===== config.mk =====
export PLATFORM = sky130hd
export DESIGN_NAME = prog_loader_flat
export DESIGN_NICKNAME = d
export VERILOG_FILES = /design/src/rtl/prog_loader_pkg.sv /design/src/rtl/prog_loader_if.sv /design/src/rtl/prog_loader_timeout.sv /design/src/rtl/prog_loader.sv /design/src/flat_wrapper.sv
export SDC_FILE = /design/constraint.sdc
export NUM_CORES = 1
export LEC_CHECK = 0
export ABC_AREA = 1
export CAP_MARGIN = 25
export CORE_MARGIN = 2
export CORE_UTILIZATION = 44
export DETAILED_ROUTE_END_ITERATION = 10
export GPL_ROUTABILITY_DRIVEN = 0
export PLACE_DENSITY_LB_ADDON = 0.15
export SYNTH_ARGS = -nofsm -noshare
export SYNTH_HDL_FRONTEND = slang
export SYNTH_HIERARCHICAL = 1
export SYNTH_SLANG_ARGS = --single-unit

===== constraint.sdc =====
create_clock -name clk -period 2.05 [get_ports clk]
set_input_delay 0.3075 -clock clk [delete_from_list [all_inputs] [get_ports clk]]
set_output_delay 0.3075 -clock clk [all_outputs]
set_load 0.005 [all_outputs]

===== src/rtl/prog_loader_pkg.sv =====
// prog_loader_pkg: shared state and error encodings for the program loader.
package prog_loader_pkg;

    typedef enum logic [2:0] {
        IDLE,
        LEN,
        DATA,
        CSUM,
        FLUSH
    } state_t;

    typedef enum logic [1:0] {
        ERR_NONE    = 2'b00,
        ERR_LEN     = 2'b01,
        ERR_TIMEOUT = 2'b10,
        ERR_CSUM    = 2'b11
    } err_code_t;

    // Length byte value that selects a full-depth load.
    localparam int unsigned LEN_FULL = 0;

endpackage


===== src/rtl/prog_loader_if.sv =====
// prog_loader_if: byte-stream handshake into the loader and RAM write port out of it.
interface prog_loader_if #(
    parameter int ADDR_W = 4,
    parameter int DATA_W = 8
);
    logic              in_valid;
    logic [DATA_W-1:0] in_data;
    logic              in_ready;
    logic              ram_we;
    logic [ADDR_W-1:0] ram_addr;
    logic [DATA_W-1:0] ram_data;

    modport master (
        output in_valid, in_data,
        input  in_ready, ram_we, ram_addr, ram_data
    );

    modport slave (
        input  in_valid, in_data,
        output in_ready, ram_we, ram_addr, ram_data
    );
endinterface


===== src/rtl/prog_loader_timeout.sv =====
// loader_timeout: counts consecutive idle cycles; expired fires on the cycle
// that would bring the count to TIMEOUT_CYCLES.
module loader_timeout #(
    parameter int TIMEOUT_CYCLES = 1000000
) (
    input  logic clk,
    input  logic rst_n,
    input  logic clr,
    input  logic en,
    output logic expired
);
    localparam int CNT_W = $clog2(TIMEOUT_CYCLES + 1);
    localparam logic [CNT_W-1:0] TC = CNT_W'(TIMEOUT_CYCLES - 1);

    logic [CNT_W-1:0] cnt_q, cnt_d;

    always_ff @(posedge clk or negedge rst_n) begin
        if (!rst_n) cnt_q <= '0;
        else        cnt_q <= cnt_d;
    end

    always_comb begin
        cnt_d = cnt_q;
        if (clr)     cnt_d = '0;
        else if (en) cnt_d = cnt_q + CNT_W'(1);
    end

    assign expired = en && !clr && (cnt_q == TC);
endmodule


===== src/rtl/prog_loader.sv =====
// prog_loader: byte-stream loader filling the program RAM from address 0.
// Optional trailing checksum byte is enabled by defining PROG_LOADER_CHECKSUM_EN.
//   state | meaning
//   IDLE  | waiting for start
//   LEN   | expecting the length byte
//   DATA  | accepting data bytes, one RAM write each
//   CSUM  | expecting the checksum byte (checksum build only)
//   FLUSH | final RAM write pulse in flight
module prog_loader
    import prog_loader_pkg::*;
#(
    parameter int ADDR_W         = 4,
    parameter int DATA_W         = 8,
    parameter int TIMEOUT_CYCLES = 1000000
) (
    input  logic         clk,
    input  logic         rst_n,
    input  logic         start,
    prog_loader_if.slave bus,
    output logic         busy,
    output logic         done,
    output logic         err,
    output err_code_t    err_code
);
    localparam int          CNT_W = ADDR_W + 1;
    localparam int unsigned DEPTH = 1 << ADDR_W;

    state_t            state_q, state_d;
    logic [ADDR_W-1:0] addr_q, addr_d, ram_addr_q, ram_addr_d;
    logic [CNT_W-1:0]  rem_q, rem_d;
    logic [DATA_W-1:0] ram_data_q, ram_data_d;
    logic              ram_we_q, ram_we_d, done_q, done_d, err_q, err_d;
    err_code_t         err_code_q, err_code_d;

    logic [DATA_W-1:0] data;
    logic [CNT_W-1:0]  len_count;
    logic              active, xfer, expired, len_bad, last_byte;

`ifdef PROG_LOADER_CHECKSUM_EN
    logic [DATA_W-1:0] sum_q, sum_d, csum_total;
    assign csum_total = sum_q + data;
    localparam state_t AFTER_DATA = CSUM;
`else
    localparam state_t AFTER_DATA = FLUSH;
`endif

    assign data      = bus.in_data;
    assign active    = state_q inside {LEN, DATA, CSUM};
    assign xfer      = active && bus.in_valid;
    assign len_bad   = 32'(data) > DEPTH;
    assign len_count = (32'(data) == LEN_FULL) ? CNT_W'(DEPTH) : CNT_W'(data);
    assign last_byte = (rem_q == CNT_W'(1));

    loader_timeout #(.TIMEOUT_CYCLES(TIMEOUT_CYCLES)) u_timeout (
        .clk     (clk),
        .rst_n   (rst_n),
        .clr     (!active || xfer),
        .en      (active && !xfer),
        .expired (expired)
    );

    always_ff @(posedge clk or negedge rst_n) begin
        if (!rst_n) begin
            state_q    <= IDLE;
            addr_q     <= '0;
            rem_q      <= '0;
            ram_we_q   <= 1'b0;
            ram_addr_q <= '0;
            ram_data_q <= '0;
            done_q     <= 1'b0;
            err_q      <= 1'b0;
            err_code_q <= ERR_NONE;
`ifdef PROG_LOADER_CHECKSUM_EN
            sum_q      <= '0;
`endif
        end else begin
            state_q    <= state_d;
            addr_q     <= addr_d;
            rem_q      <= rem_d;
            ram_we_q   <= ram_we_d;
            ram_addr_q <= ram_addr_d;
            ram_data_q <= ram_data_d;
            done_q     <= done_d;
            err_q      <= err_d;
            err_code_q <= err_code_d;
`ifdef PROG_LOADER_CHECKSUM_EN
            sum_q      <= sum_d;
`endif
        end
    end

    always_comb begin
        state_d = state_q;
        case (state_q)
            IDLE:  if (start) state_d = LEN;
            LEN:   if (xfer) state_d = len_bad ? IDLE : DATA;
            DATA:  if (xfer && last_byte) state_d = AFTER_DATA;
`ifdef PROG_LOADER_CHECKSUM_EN
            CSUM:  if (xfer) state_d = (csum_total == '0) ? FLUSH : IDLE;
`else
            CSUM:  state_d = IDLE;
`endif
            FLUSH: state_d = IDLE;
            default: state_d = IDLE;
        endcase
        // expired only fires in an active state with no transfer pending
        if (expired) state_d = IDLE;
    end

    always_comb begin
        addr_d     = addr_q;
        rem_d      = rem_q;
        ram_we_d   = 1'b0;
        ram_addr_d = ram_addr_q;
        ram_data_d = ram_data_q;
        done_d     = done_q;
        err_d      = err_q;
        err_code_d = err_code_q;
`ifdef PROG_LOADER_CHECKSUM_EN
        sum_d      = sum_q;
`endif
        case (state_q)
            IDLE: if (start) begin
                addr_d     = '0;
                done_d     = 1'b0;
                err_d      = 1'b0;
                err_code_d = ERR_NONE;
`ifdef PROG_LOADER_CHECKSUM_EN
                sum_d      = '0;
`endif
            end
            LEN: if (xfer) begin
                if (len_bad) begin
                    err_d      = 1'b1;
                    err_code_d = ERR_LEN;
                end else begin
                    rem_d = len_count;
                end
            end
            DATA: if (xfer) begin
                ram_we_d   = 1'b1;
                ram_addr_d = addr_q;
                ram_data_d = data;
                addr_d     = addr_q + ADDR_W'(1);
                rem_d      = rem_q - CNT_W'(1);
`ifdef PROG_LOADER_CHECKSUM_EN
                sum_d      = sum_q + data;
`endif
            end
`ifdef PROG_LOADER_CHECKSUM_EN
            CSUM: if (xfer && csum_total != '0) begin
                err_d      = 1'b1;
                err_code_d = ERR_CSUM;
            end
`endif
            FLUSH: done_d = 1'b1;
            default: ;
        endcase
        if (expired) begin
            err_d      = 1'b1;
            err_code_d = ERR_TIMEOUT;
        end
    end

    assign bus.in_ready = active;
    assign bus.ram_we   = ram_we_q;
    assign bus.ram_addr = ram_addr_q;
    assign bus.ram_data = ram_data_q;
    assign busy         = (state_q != IDLE);
    assign done         = done_q;
    assign err          = err_q;
    assign err_code     = err_code_q;
endmodule


===== src/flat_wrapper.sv =====
// flat-port wrapper written by rule: the top's interface ports become plain ports
module prog_loader_flat import prog_loader_pkg::*;
#(
    parameter int ADDR_W         = 4,
    parameter int DATA_W         = 8,
    parameter int TIMEOUT_CYCLES = 1000000
)
  (clk, rst_n, start, busy, done, err, err_code, bus_in_valid, bus_in_data, bus_in_ready, bus_ram_we, bus_ram_addr, bus_ram_data);
  prog_loader_if #(.ADDR_W(ADDR_W), .DATA_W(DATA_W)) bus_i ();
  input  logic clk;
  input  logic rst_n;
  input  logic start;
  output logic busy;
  output logic done;
  output logic err;
  output err_code_t err_code;
  input wire logic [$bits(bus_i.in_valid)-1:0] bus_in_valid;
  input wire logic [$bits(bus_i.in_data)-1:0] bus_in_data;
  output wire logic [$bits(bus_i.in_ready)-1:0] bus_in_ready;
  output wire logic [$bits(bus_i.ram_we)-1:0] bus_ram_we;
  output wire logic [$bits(bus_i.ram_addr)-1:0] bus_ram_addr;
  output wire logic [$bits(bus_i.ram_data)-1:0] bus_ram_data;
  assign bus_i.in_valid = bus_in_valid;
  assign bus_i.in_data = bus_in_data;
  assign bus_in_ready = bus_i.in_ready;
  assign bus_ram_we = bus_i.ram_we;
  assign bus_ram_addr = bus_i.ram_addr;
  assign bus_ram_data = bus_i.ram_data;
  prog_loader #(.ADDR_W(ADDR_W), .DATA_W(DATA_W), .TIMEOUT_CYCLES(TIMEOUT_CYCLES)) u_core (.clk(clk), .rst_n(rst_n), .start(start), .bus(bus_i), .busy(busy), .done(done), .err(err), .err_code(err_code));
endmodule

# Word level (Yosys, flattened, before mapping)
# Cells that the tools add are included.
[totals]
output_inout_bits = 19
elab_cells = 81
inputBits = 12
register_bits = 49
[classes]
mux = 29
eq_ne = 14
n_lt_le_gt_ge = 1
reduce_logical = 24
add_sub_neg = 3
[op_table]
columns = ["cell", "n"]
rows = [
  ["$mux W20", 2],
  ["$add A20 B1 Y20 const B", 1],
  ["$eq A20 B20 Y1 const B", 1],
  ["$mux W5", 4],
  ["$mux W3", 4],
  ["$mux W2", 5],
  ["$pmux W5 S2", 1],
  ["$pmux W3 S3", 1],
  ["$reduce_bool A3 Y1", 3],
  ["$gt A8 B5 Y1 const B", 1],
  ["$logic_not A8 Y1", 1],
  ["$mux W4", 2],
  ["$pmux W4 S2", 1],
  ["$reduce_and A4 Y1", 2],
  ["$reduce_bool A2 Y1", 4],
  ["$eq A3 B2 Y1 const B", 2],
  ["$mux W1", 6],
  ["$ne A3 B1 Y1 const B", 2],
  ["$ne A3 B2 Y1 const B", 2],
  ["$reduce_and A3 Y1", 2],
  ["$eq A5 B1 Y1 const B", 1],
  ["$logic_and A1 B1 Y1", 5],
  ["$sub A5 B1 Y5 const B", 1],
  ["$add A4 B1 Y4 const B", 1],
  ["other kinds (10)", 16],
]

# Longest topological paths before layout
[logic_depth]
ltp_word = 9
ltp_mapped = 15
mapped_depth_nobuf = 15

# Hierarchy
# Netlist, hierarchy kept.
[modules_own_cells]
columns = ["module", "seq_area_each_um2", "cells_each", "instances", "area_per_inst_um2"]
rows = [
  ["prog_loader", 725.7, 186, 1, 1493.9],
  ["loader_timeout", 500.5, 180, 1, 1191.1],
]

# Worst setup path after synthesis
# Ideal clock, no wire load.
[synth_timing]
path_kind = "reg2reg"
startpoint = "register u_core.state_q[1]"
endpoint = "register u_core.err_code_q[1] (netlist: u_core/err_code[1])"
arrival_ns = 2.065
period_less_slack_ns = 2.184
required_time_ns = 1.931
slack_ns = -0.134
path_stages_with_launch = 16
cell_sequence = "dfrtp_1 -> inv_2 -> a21oi_1 -> nand2_1 -> inv_1 -> inv_1 -> nor2_1 -> nand3_1 -> nor2_1 -> inv_1 -> nand2_1 -> nor2_1 -> a21oi_2 -> nand3_2 -> nand2_1 -> nand2_1"
[synth_via]
elab_cells_between_ends = 20
[synth_lines]
columns = ["element", "line", "rtl"]
rows = [
  ["start, declared", "prog_loader.sv:28", "state_t state_q, state_d;"],
  ["start signal, assigned", "prog_loader.sv:77", "state_q <= state_d;"],
  ["$eq A3 B1 Y1 or $eq A3 B2 Y1 (tied branches)", "prog_loader.sv:48", "assign active = state_q inside {LEN, DATA, CSUM};"],
  ["$reduce_bool A3 Y1 (*)", "prog_loader.sv:48", ""],
  ["net bus_in_ready", "flat_wrapper.sv:19", "output wire logic [$bits(bus_i.in_ready)-1:0] bus_in_ready;"],
  ["$logic_and A1 B1 Y1 or $logic_not A1 Y1 (tied branches)", "prog_loader.sv:49, prog_loader.sv:57", ""],
  ["$logic_not A1 Y1 or $logic_or A1 B1 Y1 (tied branches)", "prog_loader.sv:58, prog_loader.sv:57", ""],
  ["$logic_and A1 B1 Y1 or $logic_not A1 Y1 (tied branches)", "prog_loader.sv:58, prog_loader_timeout.sv:28", ""],
  ["$logic_and A1 B1 Y1 (*) (2 in a row)", "prog_loader_timeout.sv:28", "assign expired = en && !clr && (cnt_q == TC);"],
  ["$mux W2 (*)", "prog_loader.sv:159", "if (expired) begin"],
  ["net u_core.err_code_d[1]", "prog_loader.sv:33", "err_code_t err_code_q, err_code_d;"],
  ["end signal, assigned", "prog_loader.sv:85", "err_code_q <= err_code_d;"],
  ["end, declared", "prog_loader.sv:33", ""],
]
# Mark *: on every way through the listed nets, which the timed path passes. The rest lies on a longest branch.
# A chain may end at the register's enable or synchronous reset.

# Worst setup path in the final report
[layout_timing]
startpoint = "register u_core.state_q[2]"
endpoint = "output busy"
[layout_via]
elab_chain_len = 1
[layout_rtl]
columns = ["element", "line", "rtl"]
rows = [
  ["$reduce_bool A3 Y1", "prog_loader.sv:169", "assign busy = (state_q != IDLE);"],
  ["end, declared", "flat_wrapper.sv:13", "output logic busy;"],
]
# No other way between the ends.

==> results.toml <==
[clock_network]
clock_path_buffers = 2
clk_pin_slew_ns = 0.10
clock_latency_ns = 0.31
cts_tree = "done"
cts.sinks = 49
ctsRootBufferMaster = "clkbuf_8"
cts_hold_buf = 0
h-tree-depth = 2
cts_buffers = 5

[worst_setup_path]
slowest_delay_ns = 0.48
crit_path_end_kind = "output pin"
path_class = "reg -> out"
required_ns = 1.74
start_kind = "register"
path_cells = "buf_4 -> nor2_4 -> nand2_2 -> clkdlybuf4s50_1"
worstPathMaxFanout = 7
crit_slowest_cell = "clkdlybuf4s50_1"
cp.arrival_ns = 1.65

[logic_synthesis]
syn_inst = 366
ys_warn_count = 6
syn-num-nets = 382
ys_ff_latch = 49
synthesis.area_um2 = 2690
yosys.cell_types.count = 31
yosysSeqAreaShare = 0.457
synth_area_per_cell_um2 = 7.34

[timing]
setup_tns_ns = 0
setup_viol = 0
period_share = 0.956
fin_skew_ns = 0.00986
slew_headroom = 0.529
post-route-min-period_ns = 1.96
finalHoldViolations = 0
slew_viol_final = 0
worst_slew_pin_slew_ns = 0.707
rsz0062_at_grt = "no"
fmax_ghz = 0.510

[drt]
vias = 2410
wl_per_cell_um = 12.2
drc = 0
firstDrtPassIters = 4
postRouteAntennaNets = 0
drt_iter0_markers = 110
viasPerCell = 4.91
drt-total-wl_um = 6010

[min_path]
hold_class = "in -> async"

[outcome]
status = "completed"

[die]
start_util = 0.454
core_area_um2 = 5920
die_area_um2 = 6740
pin_count = 31
rows = 28
die_h_um = 82.1
die_w_um = 82.1

[grt]
grt_pass1_vias = 2269
grt.total_usage = 0.196
grt_start_max_net_pins = 33
grt_pass1_wl_um = 10300
grt_overflow = 0
antenna_found_initial = 0

[finish]
drive_above_1_share = 0.123
fin_cells = 491
syn_to_final_growth_pct = 22.7
insertedDiodeCount = 0
nets = 431
fillCellCount = 538
final_area_um2 = 3290

[placed_design]
placedCellCount = 482
place_area_um2 = 3160
port_buffers = 30
hpwl_um = 4500

[power_and_ir_drop]
p_leak_uw = 0.00160
ir_drop_uv = 570
powerDensity_nw_per_um2 = 908

[flow_run]
max_cap_viol_count = 0
## final cells by class
class                           count  area (um^2)  area share
Multi-Input combinational cell    262         1260       0.381
Sequential cell                    49         1230       0.372
Timing Repair Buffer               45          408       0.124
Inverter                           52          198      0.0600
Tap cell                           75         93.8      0.0285
Clock buffer                        5         68.8      0.0209
Clock inverter                      3         43.8      0.0133
## cells in the mapped netlist, drive strengths merged
library cell	number	area share
nor3b	1	0.0028
nand2	115	0.17
a21oi	12	0.028
a31oi	1	0.0023
nand4	7	0.016
o21ai	28	0.052
o21a	1	0.0028
nand3	25	0.050
xor2	2	0.0065
inv	51	0.072
dfrtp	49	0.46
o21bai	1	0.0028
nor3	6	0.015
ha	4	0.019
nor2	58	0.089
a211oi	1	0.0028
clkinv	1	0.0014
buf	3	0.0089
## path summary, 6_finish.rpt
| path | start | endpoint | slack [ns] | cells past startpoint |
|---|---|---|---|---|
| max reg2reg | u_core/state_q[1]$_DFFE_PN0P_ | u_core/err_code[0]$_DFFE_PN0P_ | 0.20 | 15 |
| max | u_core/state_q[2]$_DFFE_PN0P_ | busy | 0.09 | 4 |
| min in group clk | u_core/bus.ram_data[3]$_DFFE_PN0P_ | u_core/bus.ram_data[3]$_DFFE_PN0P_ | 0.49 | 2 |
| min | rst_n | u_core/bus.ram_data[2]$_DFFE_PN0P_ | 0.05 | 1 |
| min reg2reg | u_core/bus.ram_data[3]$_DFFE_PN0P_ | u_core/bus.ram_data[3]$_DFFE_PN0P_ | 0.49 | 2 |
| max in group asynchronous | rst_n | u_core/u_timeout/cnt_q[11]$_DFFE_PN0P_ | 1.39 | 2 |
## report_power, final
group | total (uW) | switching, uW | internal, uW
clock network | 714 | 348 | 366
logic | 1060 | 561 | 499
registers | 1220 | 97.7 | 1120
## sequential cells by signal (all words and copies together) (netlist names), 2 cells and up
name,cells
u_core/u_timeout/cnt_q,20
u_core/bus.ram_addr,4
u_core/addr_q,4
u_core/err_code,2
u_core/state_q,3
u_core/bus.ram_data,8
u_core/rem_q,5
## kinds of logic (layout without fill, tap and decap cells)
family | count (synthesis) | in the layout | synth area share
XOR/XNOR | 2 | 2 | 0.00652
AND/OR/NAND/NOR | 212 | 212 | 0.345
AO/OA/AOI/OAI | 44 | 44 | 0.0909
flip-flops | 49 | 49 | 0.457
adder cells (fa/ha/maj) | 4 | 4 | 0.0186
buffers and inverters | 55 | 105 | 0.0825
## layer usage
metal / up-vias / global-route usage / part of all wire
met4: 0 / 0.0500 / 0.0092
met5: - / 0 / 0
met3: 5 / 0.0370 / 0.038
li1: 1253 / - / -
met2: 43 / 0.307 / 0.45
met1: 1109 / 0.282 / 0.50
## worst max-delay path, delay by kind of cell (launching register included)
kind	cells	cell delay, ns
buffers and inverters	2	0.65
flip-flops	1	0.42
AND/OR/NAND/NOR	2	0.29
## placed cells by master (no fill, tap or decap), drive strengths merged
cell type        n
a31oi            1
nand3           25
nand2          115
clkdlybuf4s50   29
ha               4
a211oi           1
clkinv           2
a21oi           12
o21a             1
o21ai           28
nor3             6
xor2             2
clkbuf           5
dfrtp           49
nor2            58
bufinv           1
nor3b            1
inv             52
nand4            7
o21bai           1
buf             16
## through the flow
step                power (uW)  hold slack (ns)  worst slack (ns)   util
global route              3210            0.111           0.00525  0.556
finish                    2990           0.0451            0.0905  0.556
CTS                       2990           0.0644            0.0758  0.553
global placement          2250            0.407           -0.0425  0.534
floorplan                 1800           0.0119           0.00688      -
detailed placement        2260            0.405            -0.131  0.534
## timing repair
item,CTS,global route
resized for setup,0,4
setup buffers,0,1
endpoints found under the setup margin,0,3
Note: power is estimated with default switching activity, not from simulation.
